**src/rtl/bram_stream_reader_if.sv**
```systemverilog
// Stream/ROM bundle for bram_stream_reader.
// Ports: ROM side (ram_enable, address, ram_data), stream side (out_*).
interface bram_stream_reader_if #(
    parameter int RAM_WIDTH = 8,
    parameter int ADDR_SIZE = 8
);
    logic                 ram_enable;
    logic [ADDR_SIZE-1:0] address;
    logic [RAM_WIDTH-1:0] ram_data;
    logic [RAM_WIDTH-1:0] out_data;
    logic                 out_valid;
    logic                 out_ready;
    logic                 out_last;

    modport master (
        output ram_enable,
        output address,
        input  ram_data,
        output out_data,
        output out_valid,
        output out_last,
        input  out_ready
    );

    modport slave (
        input  ram_enable,
        input  address,
        output ram_data,
        input  out_data,
        input  out_valid,
        input  out_last,
        output out_ready
    );
endinterface

```
**src/rtl/bram_stream_reader.sv**
```systemverilog
// Walks ROM addresses START_ADDR..END_ADDR and streams the words out.
// Ports: clock, reset (async high), start, busy, done, bus (ROM + stream).
module bram_stream_reader #(
    parameter int RAM_WIDTH  = 8,
    parameter int ADDR_SIZE  = 8,
    parameter int START_ADDR = 0,
    parameter int END_ADDR   = 2**ADDR_SIZE-1
) (
    input  logic clock,
    input  logic reset,
    input  logic start,
    output logic busy,
    output logic done,
    bram_stream_reader_if.master bus
);
    typedef enum logic [1:0] {IDLE, ISSUE, DRAIN} state_t;

    localparam logic [ADDR_SIZE-1:0] FIRST = ADDR_SIZE'(START_ADDR);
    localparam logic [ADDR_SIZE-1:0] LAST  = ADDR_SIZE'(END_ADDR);

    state_t               state, state_nxt;
    logic [ADDR_SIZE-1:0] addr;
    logic                 pend;
    logic                 pend_last;
    logic [RAM_WIDTH-1:0] mem_data [2];
    logic                 mem_last [2];
    logic                 wr_ptr, rd_ptr;
    logic [1:0]           count;
    logic                 pop, issue, at_end;
    logic [2:0]           occ;

    always_comb begin
        state_nxt = state;
        issue     = 1'b0;
        done      = 1'b0;
        at_end    = (addr == LAST);
        pop       = (count != 2'd0) & bus.out_ready;
        occ       = {1'b0, count} + {2'b0, pend};
        unique case (state)
            IDLE: begin
                if (start)
                    state_nxt = ISSUE;
            end
            ISSUE: begin
                // Words buffered plus in flight after this edge stay <= 2.
                issue = (occ <= 3'd1 + {2'b0, pop});
                if (issue && at_end)
                    state_nxt = DRAIN;
            end
            DRAIN: begin
                if (pop && bus.out_last) begin
                    done      = 1'b1;
                    state_nxt = IDLE;
                end
            end
            default: state_nxt = IDLE;
        endcase
    end

    assign busy           = (state != IDLE);
    assign bus.ram_enable = issue;
    assign bus.address    = addr;
    assign bus.out_valid  = (count != 2'd0);
    assign bus.out_data   = mem_data[rd_ptr];
    assign bus.out_last   = (count != 2'd0) & mem_last[rd_ptr];

    always_ff @(posedge clock or posedge reset) begin
        if (reset)
            state <= IDLE;
        else
            state <= state_nxt;
    end

    always_ff @(posedge clock or posedge reset) begin
        if (reset) begin
            addr      <= FIRST;
            pend      <= 1'b0;
            pend_last <= 1'b0;
            wr_ptr    <= 1'b0;
            rd_ptr    <= 1'b0;
            count     <= 2'd0;
            for (int i = 0; i < 2; i++) begin
                mem_data[i] <= '0;
                mem_last[i] <= 1'b0;
            end
        end else begin
            if (state == IDLE && start)
                addr <= FIRST;
            else if (issue && !at_end)
                addr <= addr + ADDR_SIZE'(1);
            // Remember whether the read now in the ROM was the final one.
            pend      <= issue;
            pend_last <= issue & at_end;
            if (pend) begin
                mem_data[wr_ptr] <= bus.ram_data;
                mem_last[wr_ptr] <= pend_last;
                wr_ptr           <= ~wr_ptr;
            end
            if (pop)
                rd_ptr <= ~rd_ptr;
            if (pend && !pop)
                count <= count + 2'd1;
            else if (!pend && pop)
                count <= count - 2'd1;
        end
    end
endmodule

```
**src/flat_wrapper.sv**
```systemverilog
// flat-port wrapper written by rule: the top's interface ports become plain ports
module bram_stream_reader_flat 
#(
    parameter int RAM_WIDTH  = 8,
    parameter int ADDR_SIZE  = 8,
    parameter int START_ADDR = 0,
    parameter int END_ADDR   = 2**ADDR_SIZE-1
)
  (clock, reset, start, busy, done, bus_ram_enable, bus_address, bus_ram_data, bus_out_data, bus_out_valid, bus_out_last, bus_out_ready);
  bram_stream_reader_if #(.RAM_WIDTH(RAM_WIDTH), .ADDR_SIZE(ADDR_SIZE)) bus_i ();
  input  logic clock;
  input  logic reset;
  input  logic start;
  output logic busy;
  output logic done;
  output wire logic [$bits(bus_i.ram_enable)-1:0] bus_ram_enable;
  output wire logic [$bits(bus_i.address)-1:0] bus_address;
  input wire logic [$bits(bus_i.ram_data)-1:0] bus_ram_data;
  output wire logic [$bits(bus_i.out_data)-1:0] bus_out_data;
  output wire logic [$bits(bus_i.out_valid)-1:0] bus_out_valid;
  output wire logic [$bits(bus_i.out_last)-1:0] bus_out_last;
  input wire logic [$bits(bus_i.out_ready)-1:0] bus_out_ready;
  assign bus_ram_enable = bus_i.ram_enable;
  assign bus_address = bus_i.address;
  assign bus_i.ram_data = bus_ram_data;
  assign bus_out_data = bus_i.out_data;
  assign bus_out_valid = bus_i.out_valid;
  assign bus_out_last = bus_i.out_last;
  assign bus_i.out_ready = bus_out_ready;
  bram_stream_reader #(.RAM_WIDTH(RAM_WIDTH), .ADDR_SIZE(ADDR_SIZE), .START_ADDR(START_ADDR), .END_ADDR(END_ADDR)) u_core (.clock(clock), .reset(reset), .start(start), .busy(busy), .done(done), .bus(bus_i));
endmodule
```
**config.mk**
```make
export PLATFORM = sky130hd
export DESIGN_NAME = bram_stream_reader_flat
export DESIGN_NICKNAME = d
export VERILOG_FILES = /design/src/rtl/bram_stream_reader_if.sv /design/src/rtl/bram_stream_reader.sv /design/src/flat_wrapper.sv
export SDC_FILE = /design/constraint.sdc
export NUM_CORES = 1
export LEC_CHECK = 0
export ABC_CLOCK_PERIOD_IN_PS = 4230
export CORE_MARGIN = 2
export CORE_UTILIZATION = 55
export CTS_CLUSTER_SIZE = 40
export DETAILED_ROUTE_END_ITERATION = 10
export MAX_ROUTING_LAYER = met4
export PLACE_DENSITY = 0.84
export SYNTH_ARGS = -nofsm -noshare
export SYNTH_HDL_FRONTEND = slang
export SYNTH_SLANG_ARGS = --single-unit
```
**constraint.sdc**
```tcl
create_clock -name clock -period 4.23 [get_ports clock]
set_input_delay 1.0575 -clock clock [delete_from_list [all_inputs] [get_ports clock]]
set_output_delay 1.0575 -clock clock [all_outputs]
set_load 0.005 [all_outputs]
```
# == After elaboration in Yosys (flattened, before gate mapping) ==
# Cells that the tools add are included.
# op_classes
addsub,5
n_eq_ne,6
reduce_logical,16
mux,23
n_lt_le_gt_ge,4
bitwise,7
# ops
cell,count
$mux W8,6
$bwmux W16,1
$mux W2,5
$add A8 B1 Y8 const B,1
$demux W8 S1,1
$eq A8 B8 Y1 const B,1
$reduce_bool A2 Y1,4
$logic_and A1 B1 Y1,7
$mux W1,7
$pmux W2 S3,1
$ge A2 B2 Y1 const B,2
$ne A2 B1 Y1 const B,2
$not A1 Y2,2
$add A2 B1 Y3,1
$and A1 B1 Y1,3
$le A3 B3 Y1,1
$logic_not A1 Y1,3
$reduce_and A3 Y1,1
$add A1 B1 Y2 const A,1
$add A2 B1 Y2 const B,1
$bwmux W2,1
$eq A2 B1 Y1 const B,1
$eq A2 B2 Y1 const B,1
$logic_not A2 Y1,1
5 further kinds,6
# totals
out_inout_bits,21
wordCells,72
reg_bits,34
inputBits,12

# == Longest topological paths before layout ==
# logic_depth
word_depth,8
ltp_mapped,7
depth_no_buf,6

# == Least setup slack after synthesis ==
# Ideal clock, no wire load.
# synth_path
path_type,input to output
startpoint,input bus_out_ready
endpoint,output done
arrival_ps,1599
path_stages,3
path_buffers,0
required_ps,3173
slack_ps,1574
cell_sequence,o21ai_4 or2_2 nor3_1
# synth_via
elab_chain_len,4
# synth_lines
element,line,rtl
"start, declared",flat_wrapper.sv:22,input wire logic [$bits(bus_i.out_ready)-1:0] bus_out_ready;
$and A1 B1 Y1,bram_stream_reader.sv:37,pop = (count != 2'd0) & bus.out_ready;
$logic_and A1 B1 Y1,bram_stream_reader.sv:51,if (pop && bus.out_last) begin
$mux W1,bram_stream_reader.sv:51,
$mux W1,bram_stream_reader.sv:39,unique case (state)
"end, declared",flat_wrapper.sv:15,output logic done;
# No other way between the ends.

# == Worst setup path after layout ==
# Ends and elaborated chain as after synthesis.

==> key figures <==
Status
  • Run status: finished, final reports clean

Final layout
  • Area delta synth->final: 22.31%
  • Net count, final: 192
  • Layout cells sized above 1: 25.57%
  • Antenna cells: 0

Synthesis
  • Yosys top cell area share: 49.42%
  • Synth Area per Inst: 12.21 µm²
  • Synth Area in XOR/XNOR: 2.544%
  • Most common library cells after synthesis: dfrtp_1 (34), mux2_2 (26), nand2_1 (9), nor2_1 (9)
  • Synth Warn #: 0
  • Post-synthesis sequential area ratio: 49.42%
  • Mapped Cells: 141
  • Main combinational cell family by area after synthesis: multiplexers
  • Synth area leader: dfrtp_1
  • Syn Std Cell Area: 0.001722 mm²
  • Largest cells by area after synthesis: dfrtp_1 (49%), mux2_2 (17%), mux2i_1 (3.5%), ha_1 (2.9%), nand2_1 (2.0%)
  • Post-Synth Adder-Cell Area: 2.907%
  • FFs w/ async S/R, synth: 100.0%
  • Compound-Gate Fraction of Synth Area: 7.413%
  • Predominant post-synthesis flop cell: dfrtp_1
  • Distinct cells, synth: 34
  • Net Count, Synth: 157
  • Synth Register Bits: 34
  • Mux share of post-synthesis cell area: 20.49%
  • Top-count cell post-synth: dfrtp_1
  • Count of flip-flops with a built-in enable after synthesis: 0
  • Simple-gate share of the synthesized area: 14.03%

GRT
  • Grt total ovfl: 0
  • Gr usage total: 21.32%
  • Initial antenna violation count: 0
  • Vias in the first global route: 1191
  • Largest net degree at the start of global routing: 35
  • First-pass GRT wire length: 5.520 mm

Pwr
  • Total power: 1.585 mW
  • Leakage power: 0.9112 nW
  • Maximum VDD drop: 0.4430 mV
  • Pwr Density: 752.5 mW/mm²

Worst hold path
  • Hold Startpoint: u_core.wr_ptr
  • HP Class: flop to flop

Drt
  • Routed wire length: 3.176 mm
  • First drt pass iteration count: 4
  • Starting DRT DRC Count: 26
  • Drt wl/cell: 15.20 µm
  • Vias per cell: 5.679
  • Vias post-DR: 1187
  • Post-DRT Antenna Nets: 0
  • DRC viols: 0

Timing
  • Endpoints failing hold: 0
  • Tcrit/Tclk final: 87.92%
  • Setup_tns: 0 ns
  • Final setup skew: 0.01078 ns
  • Achievable frequency: 268.9 MHz
  • Slew headroom: 45.54%
  • Worst-Margin Slew: 0.8152 ns
  • # setup viols final: 0
  • Pins Over Slew Limit: 0
  • Min cycle time layout: 3.719 ns
  • RSZ-0062 raised after global routing: false

Clock network
  • Clock sink total: 34
  • CTS Root Buffer Type: clkbuf_4
  • Post-CTS Setup Bufs: 0
  • H-tree levels: 2
  • CTS Buf Count: 5
  • Worst-Skew Late Latency: 0.33 ns
  • CTS tree: yes
  • Clk buf depth: 2
  • CTS clk-pin slew, worst paths: 0.11 ns
  • Cts hold-fix bufs: 0
  • CTS resizes: 0

Critical path
  • Max FO, Critical Path: 5
  • R2r setup slk: 2.42 ns
  • Reg2reg start: u_core.count[0]
  • Worst Setup EP: done
  • CP startpoint: bus_out_ready
  • CP required: 3.17 ns
  • Worst setup path category: input port to output port
  • Nature of the critical path endpoint: output port
  • Worst Path Arrival: 2.66 ns
  • R2R depth: 6
  • RR Endpoint: u_core.bus.address[6]
  • CP Launch Type: input port

Place
  • IO buf count: 32
  • GPL Wtd Cong: 0.7956
  • Hpwl dp: 2.239 mm

Flow run
  • Max-Cap Viols: 0

Floorplanning
  • Row cnt: 20
  • Die area: 0.003594 mm²
  • Initial Util: 57.33%
  • Core area: 0.003003 mm²
  • Die height: 59.95 µm
  • # IOs: 33
  • Die width: 59.95 µm
==> flip-flops by register name, summed over array words and instances (netlist names) <==
name / cells
u_core.mem_last: 2
u_core.bus.address: 8
u_core.state: 2
u_core.pend_last: 1
u_core.mem_data: 16
u_core.wr_ptr: 1
u_core.count: 2
u_core.rd_ptr: 1
u_core.pend: 1
==> logic make-up after synthesis <==
kind of cell	after synthesis
AND/OR/NAND/NOR	41
flip-flops	34
multiplexers	32
AO/OA/AOI/OAI	14
buffers and inverters	11
XOR/XNOR	5
adder cells (fa/ha/maj)	4
==> layer usage <==
metal  wire length [µm]  up-vias  GRT usage [%]
met5                  0        -              -
met4                 41        0          6.984
met3                162        5          6.061
met1               1433      575          26.69
li1                   -      573              -
met2               1539       34          33.39
==> final cells by class <==
cell class / instances / area [µm²]
inverters: 6 / 22.52
repair buffers: 33 / 327.8
well taps: 33 / 41.29
clock inverters: 2 / 10.01
fillers: 245 / 897.1
clock buffers: 5 / 37.54
multi-input cells: 96 / 815.8
flip-flops and latches: 34 / 850.8
==> power by group <==
part           leakage (nW)  total (mW)  switching, mW  internal [mW]
Sequential            0.409       0.604          0.137          0.466
Clock                0.0308       0.165          0.105         0.0597
Combinational         0.471       0.816          0.323          0.494
==> critical path, cell delays in order <==
cell and delay [ns]:
clkdlybuf4s50_1 0.51, o21ai_4 0.11, or2_2 0.32, nor3_1 0.13, clkdlybuf4s50_1 0.53
==> stage by stage <==
stage	cells	utilization [%]	setup WS, ns	cell area [µm²]	hold WS, ns
final	209	70.13	0.5111	2106	0.5097
after global routing	209	70.13	0.4295	2106	0.5273
after CTS	209	70.13	0.5040	2106	0.5114
after detailed placement	202	68.54	0.5133	2058	0.4919
after global placement	202	68.54	0.5376	2058	0.4781
after floorplan	141	-	1.574	1722	0.4633
==> how the worst min path moves through the flow <==
stage / endpoint / slack (ns) / depth (start not counted)
floorplan: u_core.wr_ptr / 0.46 / 1
finish: u_core.wr_ptr / 0.51 / 1
CTS: u_core.wr_ptr / 0.51 / 1
global placement: u_core.wr_ptr / 0.48 / 1
global route: u_core.mem_last[0] / 0.53 / 1
detailed placement: u_core.mem_data[7] / 0.49 / 1
==> layout by cell type (no fill, tap or decap), drive strengths merged <==
| cell type | Yosys | routed |
|---|---|---|
| dfrtp | 34 | 34 |
| a21oi | 1 | 1 |
| mux2 | 26 | 26 |
| nand3 | 7 | 7 |
| xnor2 | 2 | 2 |
| a211oi | 2 | 2 |
| a311oi | 1 | 1 |
| o21a | 1 | 1 |
| ha | 4 | 4 |
| nand2 | 9 | 9 |
| clkdlybuf4s50 | 0 | 32 |
| or3b | 1 | 1 |
| o21ai | 2 | 2 |
| clkinv | 0 | 2 |
| nor3 | 4 | 4 |
| nor2 | 10 | 10 |
| or2 | 2 | 2 |
| and3 | 3 | 3 |
| clkbuf | 2 | 5 |
| xor2 | 3 | 3 |
| a31o | 2 | 2 |
| a22o | 1 | 1 |
| buf | 3 | 1 |
| mux2i | 6 | 6 |
| a31oi | 4 | 4 |
| nor4b | 1 | 1 |
| nor2b | 1 | 1 |
| inv | 6 | 6 |
| nand4 | 2 | 2 |
| and2 | 1 | 1 |
No activity file was read; power rests on OpenSTA's default activity.
==> RTL change 1, RTL diff (same flow settings) <==
Encoding of `state_t`: now one-hot (3 bits for 3 states).
--- a/src/rtl/bram_stream_reader.sv
+++ b/src/rtl/bram_stream_reader.sv
@@ -13,7 +13,7 @@
     output logic done,
     bram_stream_reader_if.master bus
 );
-    typedef enum logic [1:0] {IDLE, ISSUE, DRAIN} state_t;
+    typedef enum logic [2:0] {IDLE = 3'b001, ISSUE = 3'b010, DRAIN = 3'b100} state_t;
 
     localparam logic [ADDR_SIZE-1:0] FIRST = ADDR_SIZE'(START_ADDR);
     localparam logic [ADDR_SIZE-1:0] LAST  = ADDR_SIZE'(END_ADDR);
Check against the original RTL: same outputs for any inputs over 10 cycles, from zero or initial values and one cycle with reset high; not proved beyond that.
==> RTL change 1 against the original RTL <==
Worst setup slack got worse by 0.16 ns. Utilization increased by 0.29 points. Global-route usage increased by 0.87 points. Cell area increased by 1.2%. Routed wire length increased by 5.4%. Power decreased by 16%. Fmax decreased by 4.2%. Area after synthesis increased by 1.0%. Sequential cell count increased by 1. Combinational power decreased by 31%. Critical path type unchanged. Largest power group is now registers. Highest routed layer unchanged.
==> RTL change 1: results <==
outcome:
  status: "finished, final reports clean"
clock_tree:
  insertion_delay_ns: 0.34
  cts-root-buf: "clkbuf_4"
  postCtsHoldBufs: 0
  clock_path_buffers: 2
  path_clk_slew_ns: 0.10
  h-tree-depth: 2
  post_cts_buffers: 0
  cts_buffers: 5
  cts.repair.resized: 0
sta:
  maxSlewHeadroom_pct: 47.3
  skew_ns: 0.00478
  fin_crit_ns: 3.88
setup_path:
  regToRegStartpoint: "u_core.count[0]"
  r2r-end: "u_core.bus.address[5]"
  ff2ff_path_depth: 5
  critical_path.endpoint: "done"
  worstSetupStartpoint: "bus_out_ready"
  crit_arrival_ns: 2.82
  rrSetupSlack_ns: 2.21
global_route:
  grt_pass1_wl_um: 5730
  antenna_found_initial: 0
  grt.total_usage_pct: 22.2
  grt_max_degree: 36
logic_synthesis:
  synth_top_cell_area_share_pct: 48.9
  yosys-top-cells-count: "dfrtp_1 (34), mux2_2 (27), nand2_1 (10)"
  yosysSeqAreaShare_pct: 50.4
  yosys_warnings: 0
  ys.flop_type: "dfrtp_1"
  syn-num-nets: 162
  synthArstFlopShare_pct: 100
  synthesis.instances: 146
  synthDistinctLibCells: 36
  synth_area_leaders: "dfrtp_1 (49%), mux2_2 (17%), mux2i_1 (4.0%), ha_1 (2.9%), nand2_1 (2.2%)"
placement:
  dp.cells: 216
  dp_hpwl_um: 2390
  gp_congestion: 0.834
  numPortBuffers: 32
  dp_slack_ns: 0.337
routing:
  dr.pass1.iters: 4
  initialDrtViolationCount: 41
  drt-total-wl_um: 3350
  vias_per_cell: 5.56
  num_vias: 1245
hold_path:
  worstHoldPathType: "flop to flop"
layout:
  drive_above_1_share_pct: 21.1
  largest_reg_flops: 16
  largest_register: "u_core.mem_data"
  layout.nets: 195
  diodes: 0
  fill_cells: 247
pwr:
  ir_worst_vdd_uv: 265
  cellLeakagePower_nw: 0.888
==> RTL change 1: worst max-delay path: stages <==
cell and delay [ns]:
clkdlybuf4s50_1 0.45, o21ai_1 0.13, or2_2 0.36, nor4b_1 0.26, clkdlybuf4s50_1 0.55
==> RTL change 1: worst min-delay path by stage <==
stage / start / end / slack [ns] / cells past startpoint
CTS: u_core.mem_data[7] / u_core.mem_data[7] / 0.52 / 1
finish: u_core.wr_ptr / u_core.wr_ptr / 0.51 / 1
floorplan: u_core.wr_ptr / u_core.wr_ptr / 0.46 / 1
detailed placement: u_core.mem_data[7] / u_core.mem_data[7] / 0.49 / 1
global placement: u_core.pend_last / u_core.mem_last[0] / 0.48 / 1
global route: u_core.pend_last / u_core.mem_last[1] / 0.53 / 1
==> RTL change 1: cell type report <==
type                            count  area [um^2]  share of cell area (%)
Clock inverter                      1         5.00                   0.235
Tap cell                           44         55.1                    2.58
Inverter                            2         7.51                   0.352
Multi-Input combinational cell    102          805                    37.7
Sequential cell                    35          877                    41.1
Clock buffer                        7         55.1                    2.58
Timing Repair Buffer               33          328                    15.4
==> RTL change 1: per-stage QoR <==
step	instance area, um^2	total power [mW]	hold WS [ns]
floorplan	1740	0.910	0.463
global placement	2070	1.12	0.479
detailed placement	2070	1.15	0.491
CTS	2130	1.34	0.515
global route	2130	1.43	0.531
finish	2130	1.32	0.507
==> RTL change 1: per-layer routing <==
metal  vias up  GRT usage (%)  wire length [um]
met5         -              -                 0
met4         0           8.57                86
met3        13           5.84               168
met2        35           37.3              1660
met1       602           25.1              1430
li1        595              -                 -
==> RTL change 1: cell families after synthesis <==
group	share of synthesized area (%)
xor gates and xnor gates	2.52
AOI/OAI and AO/OA	3.17
DFF	50.4
and+or+nand+nor	16.2
buffers and inverters	3.31
muxes	21.5
adders and majority gates	2.88
==> RTL change 1: report_power, final <==
group / internal [mW] / switching [mW] / total [mW]
Clock: 0.0805 / 0.107 / 0.188
Sequential: 0.462 / 0.116 / 0.578
Combinational: 0.355 / 0.205 / 0.560
Total: 0.897 / 0.428 / 1.32
==> RTL change 2, RTL diff (same flow settings) <==
Made on the original files. `RAM_WIDTH` is set to 8 in 3 places; all go to 12.
--- a/src/rtl/bram_stream_reader_if.sv
+++ b/src/rtl/bram_stream_reader_if.sv
@@ -1,7 +1,7 @@
 // Stream/ROM bundle for bram_stream_reader.
 // Ports: ROM side (ram_enable, address, ram_data), stream side (out_*).
 interface bram_stream_reader_if #(
-    parameter int RAM_WIDTH = 8,
+    parameter int RAM_WIDTH = 12,
     parameter int ADDR_SIZE = 8
 );
     logic                 ram_enable;
--- a/src/rtl/bram_stream_reader.sv
+++ b/src/rtl/bram_stream_reader.sv
@@ -1,7 +1,7 @@
 // Walks ROM addresses START_ADDR..END_ADDR and streams the words out.
 // Ports: clock, reset (async high), start, busy, done, bus (ROM + stream).
 module bram_stream_reader #(
-    parameter int RAM_WIDTH  = 8,
+    parameter int RAM_WIDTH  = 12,
     parameter int ADDR_SIZE  = 8,
     parameter int START_ADDR = 0,
     parameter int END_ADDR   = 2**ADDR_SIZE-1
--- a/src/flat_wrapper.sv
+++ b/src/flat_wrapper.sv
@@ -1,7 +1,7 @@
 // flat-port wrapper written by rule: the top's interface ports become plain ports
 module bram_stream_reader_flat 
 #(
-    parameter int RAM_WIDTH  = 8,
+    parameter int RAM_WIDTH  = 12,
     parameter int ADDR_SIZE  = 8,
     parameter int START_ADDR = 0,
     parameter int END_ADDR   = 2**ADDR_SIZE-1
Interface: changed (resized bus_out_data and bus_ram_data); port bits go from 33 to 41. No check against the original RTL was run, so the function may have changed too.
==> RTL change 2 against the original RTL <==
Global-route usage rose by 1.4 points. Via count rose by 14%. Worst setup slack improved by 0.016 ns. Power rose by 29%. Synthesized cell count rose by 14%. Routed wire length rose by 29%. Cell area rose by 24%. Register-to-register slack got worse by 0.08 ns. Sequential power rose by 20%. Area after synthesis rose by 18%. First-iteration DRC count rose by 140%. Sequential cell count rose by 8. Largest power group unchanged. Sequential share of layout area fell by 0.12 points.
==> RTL change 2: results <==
sta:
  tightest_slew_ns: 1.15
  skew_ns: 0.00549
placement:
  gp_congestion: 0.795
  dpl_cell_area_um2: 2470
  numPortBuffers: 40
  dp_hpwl_um: 2950
routing:
  top_layer: "met4"
  num_vias: 1353
  drt-met1-wl_um: 1770
  dr.pass1.iters: 4
  wl_met3_um: 155
  wire_per_inst_um: 16.2
  wl_met2_um: 2110
  initialDrtViolationCount: 62
clock_tree:
  clock_path_buffers: 2
  insertion_delay_ns: 0.30
  path_clk_slew_ns: 0.09
  cts_buffers: 5
  h-tree-depth: 2
  cts-root-buf: "clkbuf_8"
  post_cts_buffers: 0
  cts.repair.resized: 0
pwr:
  switching_power_mw: 0.651
  cellLeakagePower_nw: 1.12
  powerDensity_nw_per_um2: 781
  ir_worst_vdd_uv: 341
layout:
  largest_register: "u_core.mem_data"
  drive_above_1_share_pct: 25.9
  diodes: 0
  largest_reg_flops: 24
  fill_cells: 265
  layout.nets: 224
global_route:
  grt_pass1_vias: 1520
  grt.total_usage_pct: 22.7
  grt_pass1_wl_um: 7020
  grt_max_degree: 23
  antenna_found_initial: 0
logic_synthesis:
  synthDistinctLibCells: 29
  synth_area_leaders: "dfrtp_1 (52%), mux2_2 (21%), mux2i_1 (4.0%), ha_1 (2.5%), nand2_1 (2.4%)"
  yosys_warnings: 0
  syn-num-nets: 181
  yosys-top-cells-count: "dfrtp_1 (42), mux2_2 (38), nand2_1 (13)"
  yosysSeqAreaShare_pct: 51.9
  avgSynthCellArea_um2: 12.6
  synthArstFlopShare_pct: 100
hold_path:
  worstHoldPathType: "flop to flop"
outcome:
  status: "finished, final reports clean"
setup_path:
  crit_arrival_ns: 2.65
  crit_fanout: 6
## RTL change 2: power groups by stage
stage / Sequential (mW) / Combinational (mW) / Clock (mW)
after global routing: 0.751 / 1.02 / 0.406
after CTS: 0.725 / 0.942 / 0.386
after global placement: 0.713 / 0.898 / 0
after floorplan: 0.671 / 0.606 / 0
final: 0.727 / 0.928 / 0.381
after detailed placement: 0.731 / 0.935 / 0
## RTL change 2: logic make-up (layout without fill, tap and decap cells)
group | count (synthesis) | after routing | synth area share, %
xor gates and xnor gates | 5 | 5 | 2.16
muxes | 46 | 46 | 25.1
AOI/OAI and AO/OA | 8 | 8 | 2.90
DFF | 42 | 42 | 51.9
adders and majority gates | 4 | 4 | 2.47
and+or+nand+nor | 45 | 45 | 13.3
buffers and inverters | 11 | 55 | 2.28
## RTL change 2: metal layers
metal	vias to the layer above	GRT usage (%)
met3	6	4.34
li1	650	-
met4	0	8.78
met5	-	-
met2	32	38.5
met1	665	26.9
## RTL change 2: worst paths after layout
path	depth (start not counted)	slack [ns]	endpoint	startpoint
max in group asynchronous	3	2.23	u_core.mem_data[22]	reset
min in group asynchronous	2	1.21	u_core.mem_data[23]	reset
min	1	0.50	u_core.wr_ptr	u_core.wr_ptr
max	6	0.53	bus_ram_enable	bus_out_ready
max reg2reg	2	2.34	u_core.mem_data[15]	u_core.pend
min reg2reg	1	0.50	u_core.wr_ptr	u_core.wr_ptr
## RTL change 2: layout make-up
class / instances / area share [%]
flip-flops and latches: 42 / 40.3
clock inverters: 3 / 2.64
repair buffers: 41 / 15.6
multi-input cells: 108 / 35.6
clock buffers: 5 / 2.64
well taps: 48 / 2.30
inverters: 6 / 0.863
## RTL change 2: through the flow
stage | hold WS, ns | utilization (%) | cells | setup WS [ns]
detailed placement | 0.484 | 68.5 | 245 | 0.544
floorplan | 0.461 | - | 161 | 1.64
global route | 0.530 | 72.3 | 253 | 0.424
global placement | 0.480 | 68.5 | 245 | 0.578
finish | 0.505 | 72.3 | 253 | 0.527
CTS | 0.502 | 72.3 | 253 | 0.527
## RTL change 2: critical path, stage by stage
cell and delay, ns:
clkdlybuf4s50_1 0.48, o21ai_2 0.11, o21ai_2 0.26, nand2_1 0.13
inv_1 0.10, clkdlybuf4s50_1 0.51
